[src/rtl/ctrl_regs_pkg.sv]
// ctrl_regs_pkg: register map, response codes and CTRL/STATUS field
// positions shared by the AXI4-Lite control register block.
package ctrl_regs_pkg;

    localparam int unsigned CTRL_OFF   = 32'h00;
    localparam int unsigned STATUS_OFF = 32'h04;
    localparam int unsigned COMMIT_OFF = 32'h08;
    localparam int unsigned PARAM_BASE = 32'h10;

    localparam int unsigned CTRL_IDX   = CTRL_OFF >> 2;
    localparam int unsigned STATUS_IDX = STATUS_OFF >> 2;
    localparam int unsigned COMMIT_IDX = COMMIT_OFF >> 2;
    localparam int unsigned PARAM_IDX  = PARAM_BASE >> 2;

    localparam logic [1:0] RESP_OKAY   = 2'b00;
    localparam logic [1:0] RESP_SLVERR = 2'b10;

    localparam int CTRL_START     = 0;
    localparam int CTRL_STATE_LSB = 1;
    localparam int CTRL_LAYER_LSB = 3;
    localparam int CTRL_IC_LSB    = 5;
    localparam int CTRL_OC_LSB    = 11;
    localparam int CTRL_IRQ_EN    = 17;

    // Bits of CTRL that are actually stored; start is a pulse only.
    localparam logic [31:0] CTRL_MASK = 32'h0003_FFFE;

    localparam int STATUS_BUSY    = 0;
    localparam int STATUS_DONE    = 1;
    localparam int STATUS_CNT_LSB = 8;

    function automatic logic [31:0] strb_merge(
        input logic [31:0] old_w,
        input logic [31:0] new_w,
        input logic [3:0]  strb
    );
        logic [31:0] r;
        for (int b = 0; b < 4; b++) begin
            r[8*b +: 8] = strb[b] ? new_w[8*b +: 8] : old_w[8*b +: 8];
        end
        return r;
    endfunction

endpackage

[src/rtl/axil_wr_hold.sv]
// axil_wr_hold: one-entry holding register for an AXI-Lite channel.
// Ports: in_valid/in_ready/in_data capture side; out_valid/out_data
// present the held beat; out_pop frees the entry.
module axil_wr_hold #(
    parameter int W = 32
) (
    input  logic         clk,
    input  logic         rstn,
    input  logic         in_valid,
    output logic         in_ready,
    input  logic [W-1:0] in_data,
    output logic         out_valid,
    output logic [W-1:0] out_data,
    input  logic         out_pop
);

    logic         full_q, full_d;
    logic [W-1:0] data_q, data_d;

    assign in_ready  = !full_q;
    assign out_valid = full_q;
    assign out_data  = data_q;

    // Pop only happens while full, capture only while empty.
    always_comb begin
        full_d = full_q;
        data_d = data_q;
        if (out_pop) begin
            full_d = 1'b0;
        end
        if (in_valid && !full_q) begin
            full_d = 1'b1;
            data_d = in_data;
        end
    end

    always_ff @(posedge clk) begin
        if (!rstn) begin
            full_q <= 1'b0;
            data_q <= '0;
        end else begin
            full_q <= full_d;
            data_q <= data_d;
        end
    end

endmodule

[src/rtl/ctrl_regs_axil.sv]
// ctrl_regs_axil: AXI4-Lite control/status/parameter registers with
// shadowed params committed atomically. Ports: s_axi_* slave, i_busy/
// i_done status in, CTRL fields, start pulse, params bus, irq out.
module ctrl_regs_axil
    import ctrl_regs_pkg::*;
#(
    parameter int ADDR_W        = 6,
    parameter int N_PARAM_WORDS = 4,
    parameter int PARAM_W       = 80
) (
    input  logic               clk,
    input  logic               rstn,
    input  logic [ADDR_W-1:0]  s_axi_awaddr,
    input  logic               s_axi_awvalid,
    output logic               s_axi_awready,
    input  logic [31:0]        s_axi_wdata,
    input  logic [3:0]         s_axi_wstrb,
    input  logic               s_axi_wvalid,
    output logic               s_axi_wready,
    output logic [1:0]         s_axi_bresp,
    output logic               s_axi_bvalid,
    input  logic               s_axi_bready,
    input  logic [ADDR_W-1:0]  s_axi_araddr,
    input  logic               s_axi_arvalid,
    output logic               s_axi_arready,
    output logic [31:0]        s_axi_rdata,
    output logic [1:0]         s_axi_rresp,
    output logic               s_axi_rvalid,
    input  logic               s_axi_rready,
    input  logic               i_busy,
    input  logic               i_done,
    output logic [1:0]         o_state,
    output logic [1:0]         o_current_layer,
    output logic [5:0]         o_current_ic,
    output logic [5:0]         o_current_oc,
    output logic               o_valid,
    output logic [PARAM_W-1:0] o_params,
    output logic               o_params_valid,
    output logic               o_irq
);

    localparam int IW = ADDR_W - 2;
    localparam int SW = 32 * N_PARAM_WORDS;

    logic          aw_full, w_full, wr_fire;
    logic [IW-1:0] aw_h;
    logic [35:0]   w_h;
    logic [31:0]   wd, wr_idx, rd_idx;
    logic [3:0]    ws;

    logic [31:0]        ctrl_q, ctrl_d;
    logic               sticky_q, sticky_d;
    logic [7:0]         cnt_q, cnt_d;
    logic [SW-1:0]      shadow_q, shadow_d;
    logic [PARAM_W-1:0] params_q, params_d;
    logic               pv_q, pv_d, ov_q, ov_d;
    logic               bvalid_q, bvalid_d;
    logic [1:0]         bresp_q, bresp_d;
    logic               rvalid_q, rvalid_d;
    logic [1:0]         rresp_q, rresp_d;
    logic [31:0]        rdata_q, rdata_d;
    logic [31:0]        rd_word, status_w;
    logic               rd_hit, wr_hit, ar_fire;
    logic               unused_addr_lsbs;

    assign unused_addr_lsbs = ^{s_axi_awaddr[1:0], s_axi_araddr[1:0]};

    axil_wr_hold #(.W(IW)) u_aw_hold (
        .clk       (clk),
        .rstn      (rstn),
        .in_valid  (s_axi_awvalid),
        .in_ready  (s_axi_awready),
        .in_data   (s_axi_awaddr[ADDR_W-1:2]),
        .out_valid (aw_full),
        .out_data  (aw_h),
        .out_pop   (wr_fire)
    );

    axil_wr_hold #(.W(36)) u_w_hold (
        .clk       (clk),
        .rstn      (rstn),
        .in_valid  (s_axi_wvalid),
        .in_ready  (s_axi_wready),
        .in_data   ({s_axi_wstrb, s_axi_wdata}),
        .out_valid (w_full),
        .out_data  (w_h),
        .out_pop   (wr_fire)
    );

    assign wr_fire = aw_full && w_full && !bvalid_q;
    assign ar_fire = s_axi_arvalid && !rvalid_q;
    assign wr_idx  = 32'(aw_h);
    assign rd_idx  = 32'(s_axi_araddr[ADDR_W-1:2]);
    assign wd      = w_h[31:0];
    assign ws      = w_h[35:32];

    assign status_w = {16'b0, cnt_q, 6'b0, sticky_q, i_busy};

    // Read mux samples current register state, so a read racing a
    // write to the same register returns the pre-write value.
    always_comb begin
        rd_word = '0;
        rd_hit  = 1'b1;
        if (rd_idx == CTRL_IDX) begin
            rd_word = ctrl_q;
        end else if (rd_idx == STATUS_IDX) begin
            rd_word = status_w;
        end else if (rd_idx != COMMIT_IDX) begin
            rd_hit = 1'b0;
            for (int k = 0; k < N_PARAM_WORDS; k++) begin
                if (rd_idx == 32'(PARAM_IDX + k)) begin
                    rd_word = shadow_q[32*k +: 32];
                    rd_hit  = 1'b1;
                end
            end
        end
    end

    always_comb begin
        rvalid_d = rvalid_q;
        rdata_d  = rdata_q;
        rresp_d  = rresp_q;
        if (ar_fire) begin
            rvalid_d = 1'b1;
            rdata_d  = rd_word;
            rresp_d  = rd_hit ? RESP_OKAY : RESP_SLVERR;
        end else if (rvalid_q && s_axi_rready) begin
            rvalid_d = 1'b0;
        end
    end

    always_comb begin
        ctrl_d   = ctrl_q;
        sticky_d = sticky_q;
        cnt_d    = cnt_q;
        shadow_d = shadow_q;
        params_d = params_q;
        pv_d     = 1'b0;
        ov_d     = 1'b0;
        bvalid_d = bvalid_q;
        bresp_d  = bresp_q;
        wr_hit   = 1'b0;
        for (int k = 0; k < N_PARAM_WORDS; k++) begin
            if (wr_idx == 32'(PARAM_IDX + k)) begin
                wr_hit = 1'b1;
                if (wr_fire) begin
                    shadow_d[32*k +: 32] =
                        strb_merge(shadow_q[32*k +: 32], wd, ws);
                end
            end
        end
        if (wr_fire) begin
            bvalid_d = 1'b1;
            bresp_d  = RESP_OKAY;
            if (wr_idx == CTRL_IDX) begin
                ctrl_d = strb_merge(ctrl_q, wd, ws) & CTRL_MASK;
                ov_d   = ws[0] && wd[CTRL_START];
            end else if (wr_idx == STATUS_IDX) begin
                if (ws[0] && wd[STATUS_DONE]) begin
                    sticky_d = 1'b0;
                end
            end else if (wr_idx == COMMIT_IDX) begin
                params_d = shadow_q[PARAM_W-1:0];
                pv_d     = 1'b1;
                cnt_d    = cnt_q + 8'd1;
            end else if (!wr_hit) begin
                bresp_d = RESP_SLVERR;
            end
        end else if (bvalid_q && s_axi_bready) begin
            bvalid_d = 1'b0;
        end
        // A done pulse beats a coincident clear.
        if (i_done) begin
            sticky_d = 1'b1;
        end
    end

    always_ff @(posedge clk) begin
        if (!rstn) begin
            ctrl_q   <= '0;
            sticky_q <= 1'b0;
            cnt_q    <= '0;
            shadow_q <= '0;
            params_q <= '0;
            pv_q     <= 1'b0;
            ov_q     <= 1'b0;
            bvalid_q <= 1'b0;
            bresp_q  <= RESP_OKAY;
            rvalid_q <= 1'b0;
            rresp_q  <= RESP_OKAY;
            rdata_q  <= '0;
        end else begin
            ctrl_q   <= ctrl_d;
            sticky_q <= sticky_d;
            cnt_q    <= cnt_d;
            shadow_q <= shadow_d;
            params_q <= params_d;
            pv_q     <= pv_d;
            ov_q     <= ov_d;
            bvalid_q <= bvalid_d;
            bresp_q  <= bresp_d;
            rvalid_q <= rvalid_d;
            rresp_q  <= rresp_d;
            rdata_q  <= rdata_d;
        end
    end

    assign s_axi_bvalid    = bvalid_q;
    assign s_axi_bresp     = bresp_q;
    assign s_axi_arready   = !rvalid_q;
    assign s_axi_rvalid    = rvalid_q;
    assign s_axi_rresp     = rresp_q;
    assign s_axi_rdata     = rdata_q;
    assign o_state         = ctrl_q[CTRL_STATE_LSB +: 2];
    assign o_current_layer = ctrl_q[CTRL_LAYER_LSB +: 2];
    assign o_current_ic    = ctrl_q[CTRL_IC_LSB +: 6];
    assign o_current_oc    = ctrl_q[CTRL_OC_LSB +: 6];
    assign o_valid         = ov_q;
    assign o_params        = params_q;
    assign o_params_valid  = pv_q;
    assign o_irq           = sticky_q && ctrl_q[CTRL_IRQ_EN];

endmodule

[config.mk]
export PLATFORM = sky130hd
export DESIGN_NAME = ctrl_regs_axil
export DESIGN_NICKNAME = d
export VERILOG_FILES = /design/src/rtl/ctrl_regs_pkg.sv /design/src/rtl/axil_wr_hold.sv /design/src/rtl/ctrl_regs_axil.sv
export SDC_FILE = /design/constraint.sdc
export NUM_CORES = 1
export LEC_CHECK = 0
export CORE_ASPECT_RATIO = 0.9
export CORE_MARGIN = 8
export CORE_UTILIZATION = 40
export CTS_CLUSTER_DIAMETER = 150
export DETAILED_ROUTE_END_ITERATION = 8
export GPL_TIMING_DRIVEN = 0
export SYNTH_ARGS = -nofsm -noshare
export SYNTH_HDL_FRONTEND = slang
export SYNTH_SLANG_ARGS = --single-unit
[constraint.sdc]
create_clock -name clk -period 2.5 [get_ports clk]
set_clock_uncertainty 0.1 [all_clocks]
set_input_delay 0.25 -clock clk [delete_from_list [all_inputs] [get_ports clk]]
set_output_delay 0.25 -clock clk [all_outputs]
set_load 0.01 [all_outputs]
==> impl_metrics.ini, run 1 <==
[synthesis]
ys_types = 53
synth_seq_cells = 314
synth_area_leader_cell = dfxtp_1
synth.avg_cell_area_um2 = 9.07
ys.warnings.count = 0
synth_edf_count = 0
postSynthCellCount = 1444
ys_seq_area_frac = 0.480
synthArstFlopShare = 0
synth_top_area_frac = 0.480
synth_area_leaders = dfxtp_1 48%, nand2_1 8.8%, mux2i_1 7.8%, a21boi_0 6.6%, nor2b_1 4.3%
synth_area_mm2 = 0.0131
synth_flop_cell = dfxtp_1

[timing]
finalMaxSlewViolations = 0
post-route-period-util = 0.944
relSlewSlack = 0.312
finalSetupViolCount = 0
min_period_ps = 2360
rsz0062_at_grt = no
hold_violations = 0
fmax_mhz = 424
worstMarginPinSlew_ps = 1020

[global_routing]
grt_pass1_vias = 10700
gr-usage-met3 = 0.0459
grt.busiest_layer = met1
grt.overflow.total = 0
global_route.usage.met1 = 0.335
grt_max_degree = 14
grt_pass1_wl_um = 67100
antenna_found_initial = 2
gr-usage-all-layers = 0.226
use_met2 = 0.325

[setup_path]
cpMaxStageDelayCell = nor2_4
critical_path_buf_inv_count = 3
start_kind = flip-flop
criticalPathCategory = flip-flop to flip-flop
required_ps = 2830
cp_top_family = simple AND/OR/NAND/NOR gates
cp_max_fo = 10
crit_path_cell_trace = nand4bb_4 > buf_6 > buf_8 > nor2_4 > buf_2 > nand2_1 > a21boi_0
critPathMaxStageDelay_ps = 440
cp-end-kind = flip-flop
critPathArrivalTime_ps = 2690
r2r_start = s_axi_bvalid$_SDFFE_PN0P_
crit_start = s_axi_bvalid$_SDFFE_PN0P_

[drt]
vias = 11100
ant_nets = 0
wire_per_inst_um = 21.1
detail_route.wirelength_um = 44600
drc = 0
drt_pass1_iterations = 5
avgViaCountPerCell = 5.24
drt_iter0_drc = 904

[cts]
numClockSinks = 314
worstSkewPairLatency_ps = 520
cts_tree = done
h-tree-depth = 2
clk_path_buf_depth = 3
root_buffer = clkbuf_16
numCtsBuffers = 35
path_clk_slew_ps = 60

[power]
finalPower_mw = 11.0
powerDensity_mw_per_mm2 = 660
ir_drop_mv = 0.369
p_int_mw = 8.43
switching_share = 0.232
combPwrFrac = 0.068
leakage_nw = 5.67
power_frac_seq = 0.472
p_sw_mw = 2.55
clock_power_share = 0.460

[cells_and_area]
design_area_mm2 = 0.0166
num-fill-cells = 3146
syn_to_final_growth_pct = 27.0
layout-drive-gt1-share = 0.0703
fin_util = 0.510
finalNetCount = 1728

[job]
drv_cap = 0

[status]
status = finished, final reports clean

[die]
dieArea_mm2 = 0.0388
ioPinCount = 197
rows = 63
start_util = 0.401
core_area_mm2 = 0.0326
die_w_um = 207
die_y_um = 188

[placement]
place_hpwl_um = 34900
place_congestion = 0.902
numPortBuffers = 188
placed_cell_area_mm2 = 0.0155

[worst_hold_path]
hp-class = input port to flip-flop
hold_start = s_axi_wdata[10]
stage by stage:
step / setup TNS (ps) / hold slack (ps) / worst slack [ps] / instances
2_1_floorplan: 0 / 274 / 678 / 1445
3_3_place_gp: -3220 / 347 / -220 / 2055
3_5_place_dp: -3340 / 347 / -225 / 2055
4_1_cts: 0 / 200 / 20.8 / 2114
5_1_grt: 0 / 229 / 64.5 / 2114
6_report: 0 / 213 / 139 / 2115
worst paths after layout:
kind	end	slack, ps	cells past startpoint
hold / removal	u_w_hold.out_data[10]$_SDFFE_PN0P_	210	3
hold reg to reg	o_params[36]$_SDFFE_PN0P_	350	2
setup / recovery	o_params[55]$_SDFFE_PN0P_	140	7
setup reg to reg	o_params[55]$_SDFFE_PN0P_	140	7
per-layer routing:
metal,part of all wire,routed length [µm],vias to the layer above
li1,-,-,5384
met1,0.49,21800,5250
met2,0.41,18400,391
met3,0.074,3320,64
met4,0.025,1100,0
met5,0,0,-
power by group through the flow:
stage / Sequential (mW) / Clock, mW / Combinational [mW]
after detailed placement: 5.29 / 0 / 0.741
after global placement: 5.29 / 0 / 0.737
after floorplan: 5.25 / 0 / 0.397
after global routing: 5.19 / 5.34 / 0.798
after CTS: 5.18 / 5.12 / 0.743
final: 5.18 / 5.05 / 0.748
cell usage after synthesis, types with 3 or more instances:
master / count
nor3_4: 8
a21boi_1: 3
clkbuf_1: 86
mux4_2: 12
a32o_1: 12
nand2_1: 306
nand4b_1: 3
or3_1: 3
buf_4: 21
nand3_1: 74
dfxtp_1: 314
nor4_1: 7
o21a_1: 3
or4_1: 3
and2_1: 8
mux2i_1: 102
o21ai_0: 94
nor2_1: 31
o2111ai_1: 8
o21ai_1: 13
nor3_1: 3
buf_2: 16
nand3b_1: 3
nor3b_1: 12
xnor2_1: 5
nor2b_1: 91
a21oi_1: 4
o22a_1: 11
a21boi_0: 116
a221oi_1: 16
nand2b_1: 14
buf_1: 7
inv_1: 12
flip-flops by register name, summed over array words and instances (netlist names):
name / flops
s_axi_rvalid: 1
cnt_q: 8
s_axi_rresp: 1
sticky_q: 1
o_valid: 1
shadow_q: 128
s_axi_rdata: 32
u_w_hold.out_data: 36
s_axi_bvalid: 1
o_params: 80
o_params_valid: 1
u_w_hold.out_valid: 1
u_aw_hold.out_valid: 1
s_axi_bresp: 1
u_aw_hold.out_data: 4
ctrl_q: 17
cells in the final DEF, fill, tap and decap left out, drive strengths merged, types with 2 or more instances in the layout:
cell type      Yosys  final
or3                3      3
a221oi            16     16
inv               12     12
clkbuf            86    136
a22o               2      2
o21a               3      3
o21ai            107    107
mux4              12     12
or4                3      3
nor3b             12     12
dfxtp            314    314
clkinv             0      7
a32o              12     12
buf               46     46
nor2              32     32
bufinv             0      2
a21boi           119    119
a21oi              4      4
and3               2      2
conb               1      2
nor2b             91     91
o22a              11     11
xnor2              5      5
nand2b            14     14
nor4               8      8
o2111ai            8      8
clkdlybuf4s50      0    188
nand3             74     74
nand2            307    307
nand3b             3      3
mux2i            102    102
nand4b             3      3
and2               8      8
nor3              13     13
cell type report:
cell class	instances	area, µm²	area share
clock inverter	9	95.1	0.00571
timing repair buffer	188	1880	0.113
multi-input combinational	987	6160	0.370
buffer	132	613	0.0368
inverter	12	45.0	0.00271
antenna	1	2.50	0.000150
tap	422	528	0.0317
sequential	314	6290	0.378
clock buffer	50	1020	0.0616
timing repair:
item	CTS	global route
endpoints found under the setup margin	0	35
gates resized for setup	0	1
buffers inserted	0	0
hold buffers	0	0
cells by family (layout without fill, tap and decap cells):
family / after synthesis / in the layout / share of synthesized area
compound gates: 286 / 286 / 0.149
fa+ha+maj: 1 / 1 / 0.000955
buf+inv: 144 / 391 / 0.0502
other cells: 1 / 3 / 0.000286
simple gates: 578 / 578 / 0.217
xor+xnor: 6 / 6 / 0.00401
flops: 314 / 314 / 0.480
mux: 114 / 114 / 0.0986
worst reg2reg max path, cell delays in order (launching register included):
cell and delay, ps:
dfxtp_1 360, nand4bb_4 310, buf_6 230, buf_8 170, nor2_4 440, buf_2 370
nand2_1 130, a21boi_0 180
No activity file was read; power rests on OpenSTA's default activity.
==> inputs of run 2 (changes only) <==
PLACE_DENSITY = 0.68   (was default)
==> run 2 against run 1 <==
Clock-buffer cell count fell by 1. Sequential power barely moved. Sequential cell count stayed put. Critical endpoint is now shadow_q[2]$_SDFFE_PN0P_. Largest cell class unchanged. Largest power group unchanged.
==> impl_metrics.ini, run 2 (synthesis gave the netlist of run 1 again) <==
[status]
status = finished, final reports clean

[power]
finalPower_mw = 11.1
ir_drop_mv = 0.400
leakage_nw = 5.68
powerDensity_mw_per_mm2 = 665

[cells_and_area]
layout-drive-gt1-share = 0.0721
largest_reg_flops = 128
design_area_mm2 = 0.0167
final_cell_mix = 314 x dfxtp_1, 305 x nand2_1, 188 x clkdlybuf4s50_1, 116 x a21boi_0, 102 x mux2i_1
fin_util = 0.511
finalNetCount = 1728
antenna_cells_inserted = 0
largest-register = shadow_q
final_common_cell = dfxtp_1
syn_to_final_growth_pct = 27.2

[drt]
drt_pass1_iterations = 6
drt_iter0_drc = 1016
wire_per_inst_um = 21.0
detail_route.wirelength_um = 44400
ant_nets = 0
vias = 11200
drc = 0
avgViaCountPerCell = 5.31

[die]
dieArea_mm2 = 0.0388
ioPinCount = 197
start_util = 0.401
die_w_um = 207
core_area_mm2 = 0.0326
die_y_um = 188
rows = 63

[setup_path]
cp_max_fo = 10
rr_worst_depth = 5
r2r_setup_slack_ps = 240
critPathMaxStageDelay_ps = 520
critPathArrivalTime_ps = 2510
r2r_start = s_axi_bvalid$_SDFFE_PN0P_
reg2reg_to = shadow_q[2]$_SDFFE_PN0P_
criticalPathCategory = flip-flop to flip-flop
critical_path_buf_inv_count = 2
crit_path_cell_trace = nand4bb_4 > buf_6 > nor4_4 > clkbuf_1 > o21ai_0
start_kind = flip-flop
cp_top_family = simple AND/OR/NAND/NOR gates
required_ps = 2750
cpMaxStageDelayCell = nor4_4
cp-end-kind = flip-flop

[global_routing]
antenna_found_initial = 2
gr-usage-all-layers = 0.225
grt_pass1_wl_um = 67500
grt.overflow.total = 0
grt_pass1_vias = 10900
grt_max_degree = 14

[timing]
finalMaxSlewViolations = 0
post-route-period-util = 0.903
holdWs_ps = 202
worstMarginPinSlew_ps = 1020
setup_slack_ps = 243
rsz0062_at_grt = no
fmax_mhz = 443
finalSetupViolCount = 0
relSlewSlack = 0.313
min_period_ps = 2260
hold_violations = 0

[cts]
worstSkewPairLatency_ps = 510
cts_tree = done
numClockSinks = 314
numCtsBuffers = 35
path_clk_slew_ps = 60
clk_path_buf_depth = 3
postCtsSetupBuffers = 0
root_buffer = clkbuf_16
h-tree-depth = 2

[placement]
place_congestion = 0.932
place_ws_ps = -212
numPortBuffers = 188
place_hpwl_um = 34700
placed_cell_area_mm2 = 0.0155

[job]
drv_cap = 0

[worst_hold_path]
hold_start = s_axi_wdata[28]
holdPathEnd = u_w_hold.out_data[28]$_SDFFE_PN0P_
holdPathStages = 3
hp-class = input port to flip-flop
-- run 2: changes by cell type in the layout (fill, tap and decap cells not counted), sizes merged --
cell	delta
clkbuf	-1
diode	-1
clkinv	-3
clkinvlp	+2
inv	+1
bufinv	+1
-- run 2: worst max-delay path by stage --
stage / start / to / slack, ps / cells past startpoint
3_5_place_dp: s_axi_araddr[2] / s_axi_rdata[25]$_SDFFE_PN0P_ / -210 / 7
3_3_place_gp: s_axi_araddr[2] / s_axi_rdata[25]$_SDFFE_PN0P_ / -220 / 7
6_report: s_axi_bvalid$_SDFFE_PN0P_ / shadow_q[2]$_SDFFE_PN0P_ / 240 / 5
4_1_cts: u_aw_hold.out_data[1]$_SDFFE_PN0P_ / o_params[13]$_SDFFE_PN0P_ / 150 / 6
2_1_floorplan: s_axi_bvalid$_SDFFE_PN0P_ / shadow_q[100]$_SDFFE_PN0P_ / 680 / 6
5_1_grt: u_aw_hold.out_valid$_SDFFE_PN0P_ / shadow_q[13]$_SDFFE_PN0P_ / 150 / 6
-- run 2: worst reg2reg max path, stage by stage, from the launching register on --
cell       delay (ps)
dfxtp_1           350
nand4bb_4         300
buf_6             230
nor4_4            530
clkbuf_1          410
o21ai_0           180
-- run 2: area by class of cell --
| class | instances | area, µm² |
|---|---|---|
| fillers | 3078 | 16000 |
| multi-input cells | 987 | 6170 |
| clock buffers | 49 | 1010 |
| flip-flops and latches | 314 | 6290 |
| well taps | 422 | 528 |
| plain buffers | 132 | 613 |
| inverters | 12 | 45.0 |
| clock inverters | 10 | 134 |
| repair buffers | 188 | 1880 |
-- run 2: stage by stage --
stage,setup TNS (ps),cells
after global placement,-2870,2055
after CTS,0,2114
final,0,2114
after floorplan,0,1445
after detailed placement,-3430,2055
after global routing,0,2114
-- run 2: report_power, final --
| group | total [mW] | internal (mW) | switching (mW) |
|---|---|---|---|
| clock | 5.14 | 3.12 | 2.03 |
| combinational | 0.748 | 0.314 | 0.435 |
| sequential | 5.18 | 5.07 | 0.108 |
-- run 2: what timing repair did --
item | 4_1_cts | 5_1_grt
hold buffers | 0 | 0
endpoints found under the setup margin | 4 | 10
cloned | 0 | 0
resized for setup | 1 | 1
-- run 2: metal layers --
metal,vias to the layer above,routed length [µm],GRT usage
met5,-,11,0
met4,2,1040,0.0643
met3,63,4160,0.0526
met2,473,18900,0.332
met1,5308,20300,0.323
li1,5377,-,-
